## src/rtl/mmio_pkg.sv

```systemverilog
// Shared register map and bit positions for the MMIO timer/TX peripheral.
// The software header generator reads the same constants.
package mmio_pkg;

    localparam int unsigned DATA_W    = 32;
    localparam int unsigned REG_IDX_W = 3;

    // Byte offsets of the registers
    localparam int unsigned OFF_CTRL   = 'h00;
    localparam int unsigned OFF_COUNT  = 'h04;
    localparam int unsigned OFF_CMP    = 'h08;
    localparam int unsigned OFF_STATUS = 'h0C;
    localparam int unsigned OFF_TXDATA = 'h10;
    localparam int unsigned OFF_PRESC  = 'h14;

    // CTRL bit indices
    localparam int unsigned CTRL_EN          = 0;
    localparam int unsigned CTRL_IRQ_EN      = 1;
    localparam int unsigned CTRL_AUTO_RELOAD = 2;

    // STATUS bit indices
    localparam int unsigned ST_MATCH     = 0;
    localparam int unsigned ST_FULL      = 1;
    localparam int unsigned ST_EMPTY     = 2;
    localparam int unsigned ST_OVF       = 3;
    localparam int unsigned ST_LEVEL_LSB = 4;

    typedef logic [REG_IDX_W-1:0] reg_idx_t;

    // CTRL register layout, MSB first so bit 0 is en
    typedef struct packed {
        logic auto_reload;
        logic irq_en;
        logic en;
    } ctrl_t;

    // Word index of a byte offset, as decoded from m_addr[4:2]
    function automatic reg_idx_t reg_idx(input int unsigned off);
        return reg_idx_t'(off >> 2);
    endfunction

endpackage

```

## src/rtl/sync_fifo.sv

```systemverilog
// Single-clock FIFO with occupancy level; push while full is accepted only
// when a pop frees a slot in the same cycle.
module sync_fifo #(
    parameter int unsigned WIDTH = 8,
    parameter int unsigned DEPTH = 8
) (
    input  logic                     clk,
    input  logic                     rst_n,
    input  logic                     push,
    input  logic                     pop,
    input  logic [WIDTH-1:0]         din,
    output logic [WIDTH-1:0]         dout,
    output logic                     full,
    output logic                     empty,
    output logic [$clog2(DEPTH):0]   level
);

    localparam int unsigned PTR_W = $clog2(DEPTH);
    localparam int unsigned LVL_W = $clog2(DEPTH) + 1;

    logic [WIDTH-1:0] mem [DEPTH];
    logic [PTR_W-1:0] wr_ptr;
    logic [PTR_W-1:0] rd_ptr;
    logic             do_push;
    logic             do_pop;

    assign do_pop  = pop & ~empty;
    assign do_push = push & (~full | do_pop);
    assign full    = (level == LVL_W'(DEPTH));
    assign empty   = (level == '0);
    // Head is forced to zero while empty so stale storage never leaks out
    assign dout    = empty ? '0 : mem[rd_ptr];

    // Storage array; no reset needed, reads are masked while empty
    always_ff @(posedge clk) begin
        if (do_push) begin
            mem[wr_ptr] <= din;
        end
    end

    // Pointers wrap naturally since DEPTH is a power of two
    always_ff @(posedge clk or negedge rst_n) begin
        if (!rst_n) begin
            wr_ptr <= '0;
            rd_ptr <= '0;
            level  <= '0;
        end else begin
            if (do_push) begin
                wr_ptr <= wr_ptr + PTR_W'(1);
            end
            if (do_pop) begin
                rd_ptr <= rd_ptr + PTR_W'(1);
            end
            level <= level + LVL_W'(do_push) - LVL_W'(do_pop);
        end
    end

endmodule

```

## src/rtl/mmio_responder.sv

```systemverilog
// Zero-wait-state MMIO peripheral: prescaled 32-bit timer with compare
// match/interrupt and a byte TX FIFO drained by an external consumer.
module mmio_responder
    import mmio_pkg::*;
#(
    parameter int unsigned FIFO_DEPTH = 8,
    parameter int unsigned PRESC_W    = 16
) (
    input  logic              clk,
    input  logic              rst_n,
    input  logic              m_sel,
    input  logic              m_rnw,
    input  logic [31:0]       m_addr,
    input  logic [31:0]       m_data,
    output logic [31:0]       s_data,
    output logic              irq,
    output logic [7:0]        tx_data,
    output logic              tx_valid,
    input  logic              tx_ready
);

    localparam int unsigned LVL_W = $clog2(FIFO_DEPTH) + 1;

    ctrl_t               ctrl;
    logic [DATA_W-1:0]   count;
    logic [DATA_W-1:0]   cmp;
    logic [PRESC_W-1:0]  presc;
    logic [PRESC_W-1:0]  presc_cnt;
    logic                match;
    logic                ovf;

    reg_idx_t            idx;
    logic                wr;
    logic                wr_ctrl;
    logic                wr_count;
    logic                wr_cmp;
    logic                wr_status;
    logic                wr_txdata;
    logic                wr_presc;

    logic                tick;
    logic                at_cmp;
    logic                set_match;
    logic                set_ovf;
    logic                fifo_pop;
    logic                fifo_full;
    logic                fifo_empty;
    logic [LVL_W-1:0]    fifo_level;
    logic [DATA_W-1:0]   status_word;
    logic [DATA_W-1:0]   rdata;
    logic                unused_addr;

    // Only word index bits are decoded; the rest is accepted and ignored
    assign unused_addr = ^{m_addr[31:5], m_addr[1:0]};

    assign idx       = m_addr[4:2];
    assign wr        = m_sel & ~m_rnw;
    assign wr_ctrl   = wr && (idx == reg_idx(OFF_CTRL));
    assign wr_count  = wr && (idx == reg_idx(OFF_COUNT));
    assign wr_cmp    = wr && (idx == reg_idx(OFF_CMP));
    assign wr_status = wr && (idx == reg_idx(OFF_STATUS));
    assign wr_txdata = wr && (idx == reg_idx(OFF_TXDATA));
    assign wr_presc  = wr && (idx == reg_idx(OFF_PRESC));

    // >= rather than == so a PRESC lowered below the running count still ticks
    assign tick      = ctrl.en && (presc_cnt >= presc);
    assign at_cmp    = (count == cmp);
    assign set_match = tick & at_cmp;

    assign tx_valid  = ~fifo_empty;
    assign fifo_pop  = tx_valid & tx_ready;
    // A push into a full FIFO is only lost when no pop frees a slot
    assign set_ovf   = wr_txdata & fifo_full & ~fifo_pop;

    // Both terms are flops, so irq follows match with no added cycle
    assign irq       = match & ctrl.irq_en;

    sync_fifo #(
        .WIDTH (8),
        .DEPTH (FIFO_DEPTH)
    ) u_fifo (
        .clk   (clk),
        .rst_n (rst_n),
        .push  (wr_txdata),
        .pop   (fifo_pop),
        .din   (m_data[7:0]),
        .dout  (tx_data),
        .full  (fifo_full),
        .empty (fifo_empty),
        .level (fifo_level)
    );

    // Plain read/write configuration registers
    always_ff @(posedge clk or negedge rst_n) begin
        if (!rst_n) begin
            ctrl  <= '0;
            cmp   <= '0;
            presc <= '0;
        end else begin
            if (wr_ctrl) begin
                ctrl <= ctrl_t'(m_data[2:0]);
            end
            if (wr_cmp) begin
                cmp <= m_data;
            end
            if (wr_presc) begin
                presc <= m_data[PRESC_W-1:0];
            end
        end
    end

    // Prescaler and counter; a COUNT write overrides a same-cycle tick
    always_ff @(posedge clk or negedge rst_n) begin
        if (!rst_n) begin
            presc_cnt <= '0;
            count     <= '0;
        end else begin
            if (wr_count) begin
                presc_cnt <= '0;
                count     <= m_data;
            end else begin
                if (tick) begin
                    presc_cnt <= '0;
                end else if (ctrl.en) begin
                    presc_cnt <= presc_cnt + PRESC_W'(1);
                end
                if (tick) begin
                    // Auto-reload restarts the count when it reaches CMP
                    if (at_cmp && ctrl.auto_reload) begin
                        count <= '0;
                    end else begin
                        count <= count + DATA_W'(1);
                    end
                end
            end
        end
    end

    // Sticky status flags; a new event beats a same-cycle W1C
    always_ff @(posedge clk or negedge rst_n) begin
        if (!rst_n) begin
            match <= 1'b0;
            ovf   <= 1'b0;
        end else begin
            match <= set_match | (match & ~(wr_status & m_data[ST_MATCH]));
            ovf   <= set_ovf   | (ovf   & ~(wr_status & m_data[ST_OVF]));
        end
    end

    // STATUS word assembly
    always_comb begin
        status_word                            = '0;
        status_word[ST_MATCH]                  = match;
        status_word[ST_FULL]                   = fifo_full;
        status_word[ST_EMPTY]                  = fifo_empty;
        status_word[ST_OVF]                    = ovf;
        status_word[ST_LEVEL_LSB +: LVL_W]     = fifo_level;
    end

    // Side-effect-free read mux; TXDATA and unmapped slots read zero
    always_comb begin
        rdata = '0;
        case (idx)
            reg_idx(OFF_CTRL):   rdata = DATA_W'(ctrl);
            reg_idx(OFF_COUNT):  rdata = count;
            reg_idx(OFF_CMP):    rdata = cmp;
            reg_idx(OFF_STATUS): rdata = status_word;
            reg_idx(OFF_PRESC):  rdata = DATA_W'(presc);
            default:             rdata = '0;
        endcase
        s_data = (m_sel & m_rnw) ? rdata : '0;
    end

endmodule

```

## config.mk

```make
export PLATFORM = sky130hd
export DESIGN_NAME = mmio_responder
export DESIGN_NICKNAME = d
export VERILOG_FILES = /design/src/rtl/mmio_pkg.sv /design/src/rtl/sync_fifo.sv /design/src/rtl/mmio_responder.sv
export SDC_FILE = /design/constraint.sdc
export NUM_CORES = 1
export LEC_CHECK = 0
export CAP_MARGIN = 20
export CORE_MARGIN = 8
export CORE_UTILIZATION = 55
export CTS_CLUSTER_DIAMETER = 120
export DETAILED_ROUTE_END_ITERATION = 10
export HOLD_SLACK_MARGIN = 0.12
export PLACE_DENSITY = 0.83
export SLEW_MARGIN = 20
export SYNTH_ARGS = -nofsm -noshare
export SYNTH_HDL_FRONTEND = slang
export SYNTH_SLANG_ARGS = --single-unit
```

## constraint.sdc

```tcl
create_clock -name clk -period 5.07 [get_ports clk]
set_input_delay 0.507 -clock clk [delete_from_list [all_inputs] [get_ports clk]]
set_output_delay 0.507 -clock clk [all_outputs]
set_load 0.01 [all_outputs]
```

# Yosys cells after proc, flatten, opt, wreduce, memory -nomap -nowiden
# Memories as Yosys holds them, arrays and structs flattened.
# Index checks and enable logic that the tools add are counted.
totals:
  wordCells: 72
  reg_bits: 111
  memories: 1
  inputBits: 69
  mem_bits_rw: 64
memory_table:
  columns: ["memory", "depth", "word_bits", "read_ports", "rd_ports_with_merged_regs", "write_ports", "line_no", "rtl"]
  rows:
  - ["u_fifo.mem", 8, 8, 1, 0, 1, "sync_fifo.sv:21", "logic [WIDTH-1:0] mem [DEPTH];"]
op_classes:
  reduce_logical: 12
  n_eq_ne: 7
  n_mux: 11
  n_addsub: 6
  bitwise: 22
  magnitude_cmp: 1
op_table:
  columns: ["op", "n"]
  rows:
  - ["one-hot mux 32 bit (5 select lines)", 1]
  - ["2-to-1 mux 32 bit", 4]
  - ["2-to-1 mux 16 bit", 3]
  - ["adder 32 x 1 -> 32 bit (second input constant)", 1]
  - ["== test 32 bit", 1]
  - ["adder 16 x 1 -> 16 bit (second input constant)", 1]
  - ["greater-or-equal comparator 16 bit", 1]
  - ["AND 1 bit", 13]
  - ["logical AND 1 bit", 8]
  - ["2-to-1 mux 8 bit", 1]
  - ["adder 3 x 1 -> 3 bit (second input constant)", 2]
  - ["== test 3 x 2 -> 1 bit (second input constant)", 2]
  - ["== test 3 bit (second input constant)", 2]
  - ["inverter 1 bit", 6]
  - ["adder 4 x 1 -> 4 bit", 1]
  - ["== test 4 bit (second input constant)", 1]
  - ["logical NOT 4 bit", 1]
  - ["subtractor 4 x 1 -> 4 bit", 1]
  - ["== test 3 x 1 -> 1 bit (second input constant)", 1]
  - ["logical NOT 3 bit", 1]
  - ["bitwise OR 1 bit", 3]
  - ["nonzero test 3 bit", 1]
  - ["2-to-1 mux 1 bit", 2]
  - ["nonzero test 2 bit", 1]

# Longest topological paths before layout
# Gate-level depths: netlist (run 1).
depth:
  ltp_word: 8
  mapped_depth: 13
  mapped_depth_nobuf: 12

# By module
# A second synthesis (run 1) with hierarchy kept.
hier_totals:
  cells_unflattened: 927
  hier_area_um2: 9684.3
modules_own_cells:
  columns: ["module", "area_each_um2", "n_inst", "cells_each", "seq_area_each_um2"]
  rows:
  - ["mmio_responder", 6566.3, 1, 738, 2527.4]
  - ["sync_fifo", 3118.0, 1, 189, 2172.1]

# Least setup slack after synthesis (run 1)
# OpenSTA, ideal clock, no wires.
synth_timing:
  path_kind: "in2reg"
  startpoint: "input m_addr[4]"
  endpoint: "memory u_fifo.mem[0][0] (enable)"
  arrival_ns: 2.267
  setup_slack_ns: 2.420
  setup_ns: 0.383
  required_ns: 4.687
  stages: 7
  path_cell_list: "buf_2 -> inv_1 -> nor2_1 -> and3_1 -> clkbuf_1 -> nand2b_1 -> nor3_1"
synth_between:
  elab_chain_len: 5
synth_rtl:
  columns: ["item", "line_no", "rtl"]
  rows:
  - ["start, declared", "mmio_responder.sv:13", "input logic [31:0] m_addr,"]
  - ["== test 3 bit", "mmio_responder.sv:62", "assign wr_txdata = wr && (idx == reg_idx(OFF_TXDATA));"]
  - ["logical AND 1 bit", "mmio_responder.sv:62", null]
  - ["AND 1 bit", "sync_fifo.sv:28", "assign do_push = push & (~full | do_pop);"]
  - ["2-to-1 mux 1 bit", "sync_fifo.sv:36", "if (do_push) begin"]
  - ["2-to-1 mux 1 bit (not written as such)", "sync_fifo.sv:37", "mem[wr_ptr] <= din;"]
  - ["end, declared", "sync_fifo.sv:21", null]
# No other way between the ends.

# Worst setup path in the final report (run 1)
layout_timing:
  startpoint: "input m_addr[2]"
  endpoint: "output s_data[2]"
layout_between:
  elab_chain_len: 3
layout_rtl:
  columns: ["item", "line_no", "rtl"]
  rows:
  - ["== test 3 bit, or another cell as far along", "mmio_responder.sv:163", "case (idx)"]
  - ["one-hot mux 32 bit (5 select lines) *", "mmio_responder.sv:163", null]
  - ["2-to-1 mux 32 bit *", "mmio_responder.sv:171", "s_data = (m_sel & m_rnw) ? rdata : '0;"]
  - ["end, declared", "mmio_responder.sv:15", "output logic [31:0] s_data,"]
# Every way passes the cells marked *; elsewhere a longest branch is shown, timed or not.

==> summary.txt, run 1 <==
Layout Cells excl Fill -> 1191
CP max stage delay -> 0.77 ns
Root Buffer -> clkbuf_16
final net count -> 1049
CP Max Fanout -> 18
Max Slew Vio Count -> 0
DRC errors left -> 0
crit path cell chain -> clkdlybuf4s50_1 -> nor2b_1 -> o211ai_1 -> buf_4 -> nor2_1 -> clkdlybuf4s50_1
wire per inst -> 20.6 um
main flop type after synthesis -> dfrtp_1
WS Path Type -> in2out
mean post-synth cell area -> 10.5 sq um
post-CTS sizing -> 0
R2R Setup Slk -> 1.73 ns
worst reg2reg path startpoint -> count[16]
final critical-path share of the clock period -> 74.1%
latest clock arrival within the worst-skew pair -> 0.43 ns
number of clock sinks seen by CTS -> 175
DRT iter0 DRCs -> 923
Via density -> 6.40
drt first pass iters -> 6
final hold vios -> 0
Setup Viol. Count Final -> 0
maxcap violations -> 0
Worst setup SP type -> input port
Seq/Total Area, Yosys -> 49.3%
Worst path slowest cell -> nor2b_1
site row count -> 48
CP startpoint -> m_addr[2]
layout cells sized above 1 -> 11.1%
Post-CTS Setup Inserts -> 0
die width -> 148 um
Die Height -> 148 um
Worst Tran Pin Value -> 1.01 ns
Num CTS Buffers -> 17
first-pass GRT wire length -> 39700 um
Crit. End Element -> output port
fmax -> 266 MHz
clock skew -> 0.00841 ns
crit path time final -> 3.76 ns
R2R Path End -> count[19]
core area -> 0.0171 sq mm
yosys warns -> 0
leakage power -> 4.21 nW
Cell Pwr Density -> 407 mW/mm^2
largest net degree at the start of global routing -> 77
Layout area overhead -> 15.6%
reg2reg path depth -> 6
cell repeated most along the worst path -> clkdlybuf4s50_1
initial core utilization -> 55.7%
CTS clk-pin slew, worst paths -> 0.07 ns
Mapped Area -> 0.00953 sq mm
CTS tree -> done
run status -> finished, final reports clean
hold crit path type -> in2async
Die ar. -> 0.0218 sq mm
Placed Cells -> 1159
Worst Path Required -> 4.56 ns
hold buffer count at CTS -> 0
max_slew headroom -> 32.7%
gpl congestion -> 0.891
Peak VDD IR -> 0.306 mV
CTS Buffer Depth -> 2
PortBufs -> 81
post-synthesis register bit count -> 175
cells after synthesis -> 906
asr flop ratio synth -> 63.4%
number of synthesized flops with an enable pin -> 64
grt total ovfl -> 0
diode count -> 0
crit path DAT -> 3.25 ns
hpwl dp -> 17000 um
vias -> 7620
final setup TNS -> 0 ns
drt total wl -> 24500 um
global-route usage over all layers -> 22.9%
vias in the first global route -> 7426
Yosys cell types -> 56
Synth Net Count -> 1002
H-tree Lvls -> 4
IO Count -> 111
initial antenna violation count -> 0
Post-DRT Antenna Nets -> 0
RSZ-0062 raised after global routing -> false
==> power by group <==
part	switching (mW)	internal [mW]
Combinational	0.557	0.631
Sequential	0.335	1.68
Clock	0.557	0.731
==> worst max path at each step <==
stage	slack (ns)	to	cells past startpoint
global placement	1.41	s_data[0]	6
floorplan	2.42	u_fifo.mem[0][0]	7
detailed placement	1.39	s_data[2]	6
CTS	1.40	s_data[2]	6
global route	1.19	s_data[9]	6
finish	1.31	s_data[2]	6
==> cells by family (layout without fill, tap and decap cells) <==
logic type / count (synthesis) / in the layout / share of synthesized area, %
compound gates: 196 / 196 / 13.5
xor+xnor: 47 / 47 / 4.32
fa+ha+maj: 27 / 27 / 3.62
buf+inv: 108 / 168 / 4.60
flops: 175 / 175 / 49.3
mux: 66 / 66 / 9.52
simple gates: 287 / 287 / 15.1
==> flip-flops by register name, indices dropped and copies added, names as in the netlist <==
register and cells:
cmp 32, count 32, ctrl 3, match 1
ovf 1, presc 16, presc_cnt 16, u_fifo.level 4
u_fifo.mem 64, u_fifo.rd_ptr 3, u_fifo.wr_ptr 3
==> final cells by class <==
type / count / area, sq um
Clock buffer: 20 / 437
Timing Repair Buffer: 96 / 921
Clock inverter: 12 / 138
Fill cell: 1314 / 6100
Tap cell: 225 / 282
Inverter: 40 / 150
Multi-Input combinational cell: 623 / 4390
Sequential cell: 175 / 4700
==> per-stage QoR <==
step	total power [mW]	hold WS (ns)	setup WS (ns)	instance area [sq um]	util (%)
floorplan	2.78	0.211	2.42	9530	-
global placement	3.16	0.467	1.41	10400	61.0
detailed placement	3.21	0.490	1.39	10400	61.0
CTS	4.50	0.267	1.40	11000	64.4
global route	4.73	0.312	1.19	11000	64.4
finish	4.49	0.197	1.31	11000	64.4
==> worst max-delay path, delay by kind of cell <==
| family | cells | cell delay, ns |
|---|---|---|
| buffers and inverters | 3 | 1.57 |
| AND/OR/NAND/NOR | 2 | 0.97 |
| AO/OA/AOI/OAI | 1 | 0.19 |
==> per-layer routing <==
layer  GRT usage (%)  routed length [um]
met1            30.2               10100
met2            37.3               11900
met4            7.04                 433
met5               0                   0
met3            4.86                2060
==> cells in the mapped netlist, types with 3 or more instances <==
library cell	instances	area [sq um]
a22oi_1	32	240
nor2_1	84	315
nor2b_1	5	31.3
nand3_1	21	105
a32o_1	3	30.0
nand2b_1	8	50.1
a22o_1	5	43.8
a222oi_1	6	60.1
o211ai_1	5	37.5
and4_1	6	52.6
nand4_1	24	150
dfrtp_1	111	2780
and2_1	6	37.5
nor3_1	20	100
o21ai_1	16	80.1
a21o_1	3	22.5
mux4_2	16	360
mux2i_1	13	130
buf_2	26	130
o311ai_0	3	26.3
nor4_1	10	62.6
ha_1	26	325
xor2_1	9	78.8
a31oi_1	9	56.3
nand2_1	74	278
edfxtp_1	64	1920
a32oi_1	20	175
and3_1	8	50.1
nand4b_1	4	35.0
mux2_2	37	417
inv_1	40	150
o21ai_0	33	165
or3_1	8	50.1
xnor2_1	38	333
a21oi_1	49	245
clkbuf_1	38	143
buf_1	4	15.0
==> cell usage in the layout (no fill, tap or decap), types with 17 or more instances in the layout <==
master           netlist  layout
a32oi_1               20      20
nand2_1               74      74
mux2_2                37      37
o21ai_0               33      33
edfxtp_1              64      64
dfrtp_1              111     110
xnor2_1               38      38
nor3_1                20      20
nand4_1               24      24
nand3_1               21      21
a22oi_1               32      32
clkdlybuf4s50_1        0      80
a21oi_1               49      49
ha_1                  26      26
nor2_1                84      84
inv_1                 40      40
clkbuf_16              0      17
No activity file was read; power rests on OpenSTA's default activity.
==> run 2, diff against run 1 <==
CORE_UTILIZATION = 51   (was 55)
PLACE_DENSITY = 0.81   (was 0.83)
clock period = 3.4 ns   (was 5.07 ns; I/O delays follow)
==> run 2 against run 1 <==
  * Combinational power is 56% higher
  * Hold slack better by 0.30 ns
  * Via count is 0.30% lower
  * First-iteration DRC count is 19% lower
  * Setup slack worse by 0.95 ns
  * Critical path depth stayed put
  * Non-clock buffer count is 23 higher
  * Cell count is 2.7% higher
  * Sequential power is 46% higher
  * Largest power group unchanged
  * Highest routed layer unchanged
==> summary.txt, run 2 (synthesis results as in run 1) <==
post-CTS sizing -> 0
maxcap violations -> 0
leakage power -> 4.34 nW
wire per inst -> 20.5 um
fmax -> 329 MHz
Setup Viol. Count Final -> 0
clock share of power -> 28.5%
H-tree Lvls -> 4
layout cells sized above 1 -> 13.2%
Max Slew Vio Count -> 0
run status -> finished, final reports clean
largest net degree at the start of global routing -> 53
CTS clk-pin slew, worst paths -> 0.07 ns
initial antenna violation count -> 0
Worst setup SP type -> input port
die width -> 153 um
DRT iter0 DRCs -> 744
hold crit path type -> in2async
most frequent cells in the layout -> 111 x dfrtp_1, 84 x nor2_1, 80 x clkdlybuf4s50_1
global-route usage over all layers -> 21.8%
diode count -> 0
commonest non-fill, non-tap cell in the layout -> dfrtp_1
gpl congestion -> 0.929
site row count -> 50
PortBufs -> 81
hpwl dp -> 17700 um
Post-DRT Antenna Nets -> 0
final critical-path share of the clock period -> 89.4%
latest clock arrival within the worst-skew pair -> 0.44 ns
core area -> 0.0185 sq mm
CTS tree -> done
total power -> 6.71 mW
Die ar. -> 0.0233 sq mm
Most flops, register -> u_fifo.mem
final setup TNS -> 0 ns
IO Count -> 111
CP Max Fanout -> 11
Peak VDD IR -> 0.427 mV
max reg flops -> 64
Root Buffer -> clkbuf_16
Post-CTS Setup Inserts -> 0
final net count -> 1072
crit path DAT -> 2.70 ns
share of power burned in registers -> 43.8%
WS Path Type -> in2out
NetSw -> 2.27 mW
crit path time final -> 3.04 ns
Die Height -> 153 um
Num CTS Buffers -> 17
initial core utilization -> 51.5%
max_slew headroom -> 49.0%
Crit. End Element -> output port
Worst Tran Pin Value -> 0.765 ns
vias in the first global route -> 7525
Worst Path Required -> 3.06 ns
reg2reg path depth -> 8
drt first pass iters -> 5
Int Pwr -> 4.43 mW
drt total wl -> 25000 um
largest registers -> u_fifo.mem: 64 flops, cmp: 32 flops, count: 32 flops
grt total ovfl -> 0
DRC errors left -> 0
first-pass GRT wire length -> 40400 um
CTS Buffer Depth -> 2
Layout area overhead -> 17.6%
clock skew -> 0.0101 ns
Layout fillers -> 1521
RSZ-0062 raised after global routing -> false
hold buffer count at CTS -> 1
Via density -> 6.21
vias -> 7597
Sw Share -> 33.9%
final hold vios -> 0
Cell Pwr Density -> 598 mW/mm^2
Min Hold Slack -> 0.494 ns
Gate power share -> 27.7%
number of clock sinks seen by CTS -> 175
[run 2: cell count changes in the layout (fill, tap and decap cells not counted), sizes merged]
cell	before	now
buf	16	38
dlygate4sd3	0	1
inv	43	51
clkbuf	20	17
bufinv	2	0
clkinv	6	3
[run 2: metrics by stage]
step                util, %  setup WS (ns)  cells  instance area, sq um
floorplan                 -          0.917    906                  9530
global placement       57.4          0.387   1190                 10600
detailed placement     57.4          0.410   1190                 10600
CTS                    60.5          0.355   1223                 11200
global route           60.5         0.0984   1223                 11200
finish                 60.5          0.362   1223                 11200
[run 2: final timing paths]
check | start | to | slack [ns]
worst min-delay path | rst_n | count[6] | 0.49
worst max register to register | presc_cnt[0] | count[26] | 0.69
max in group asynchronous | rst_n | ctrl[1] | 1.99
min in group clk | u_fifo.wr_ptr[2] | u_fifo.wr_ptr[2] | 0.49
worst max-delay path | m_addr[2] | s_data[31] | 0.36
worst min register to register | u_fifo.wr_ptr[2] | u_fifo.wr_ptr[2] | 0.49
[run 2: area by class of cell]
type | instances | area [sq um] | share of cell area [%]
Sequential cell | 175 | 4700 | 41.9
Tap cell | 234 | 293 | 2.61
Clock inverter | 15 | 143 | 1.27
Inverter | 40 | 150 | 1.34
Multi-Input combinational cell | 623 | 4390 | 39.2
Clock buffer | 17 | 425 | 3.79
Timing Repair Buffer | 119 | 1110 | 9.89
[run 2: per-layer routing]
layer,GRT usage (%),vias up,wire (um)
met3,5.13,49,1920
li1,-,3485,-
met4,8.20,0,582
met5,0,-,0
met2,36.0,343,12300
met1,27.3,3720,10300
[run 2: worst max-delay path, stage by stage]
cell and delay (ns):
clkdlybuf4s50_1 0.64, nor3b_4 0.65, buf_4 0.28, a22oi_1 0.12, nor2_1 0.12, clkdlybuf4s50_1 0.54
[run 2: power by group through the flow]
stage / Combinational [mW] / Clock [mW] / Sequential [mW]
3_5_place_dp: 1.85 / 0 / 2.97
6_report: 1.86 / 1.91 / 2.94
2_1_floorplan: 1.39 / 0 / 2.75
5_1_grt: 2.06 / 2.01 / 2.99
4_1_cts: 1.87 / 1.93 / 2.93
3_3_place_gp: 1.79 / 0 / 2.95
==> run 3, diff against run 2 <==
TNS_END_PERCENT = 100   (was not set)
==> results of run 3 <==
No change in the layout: final DEF, timing and power equal those of run 2.
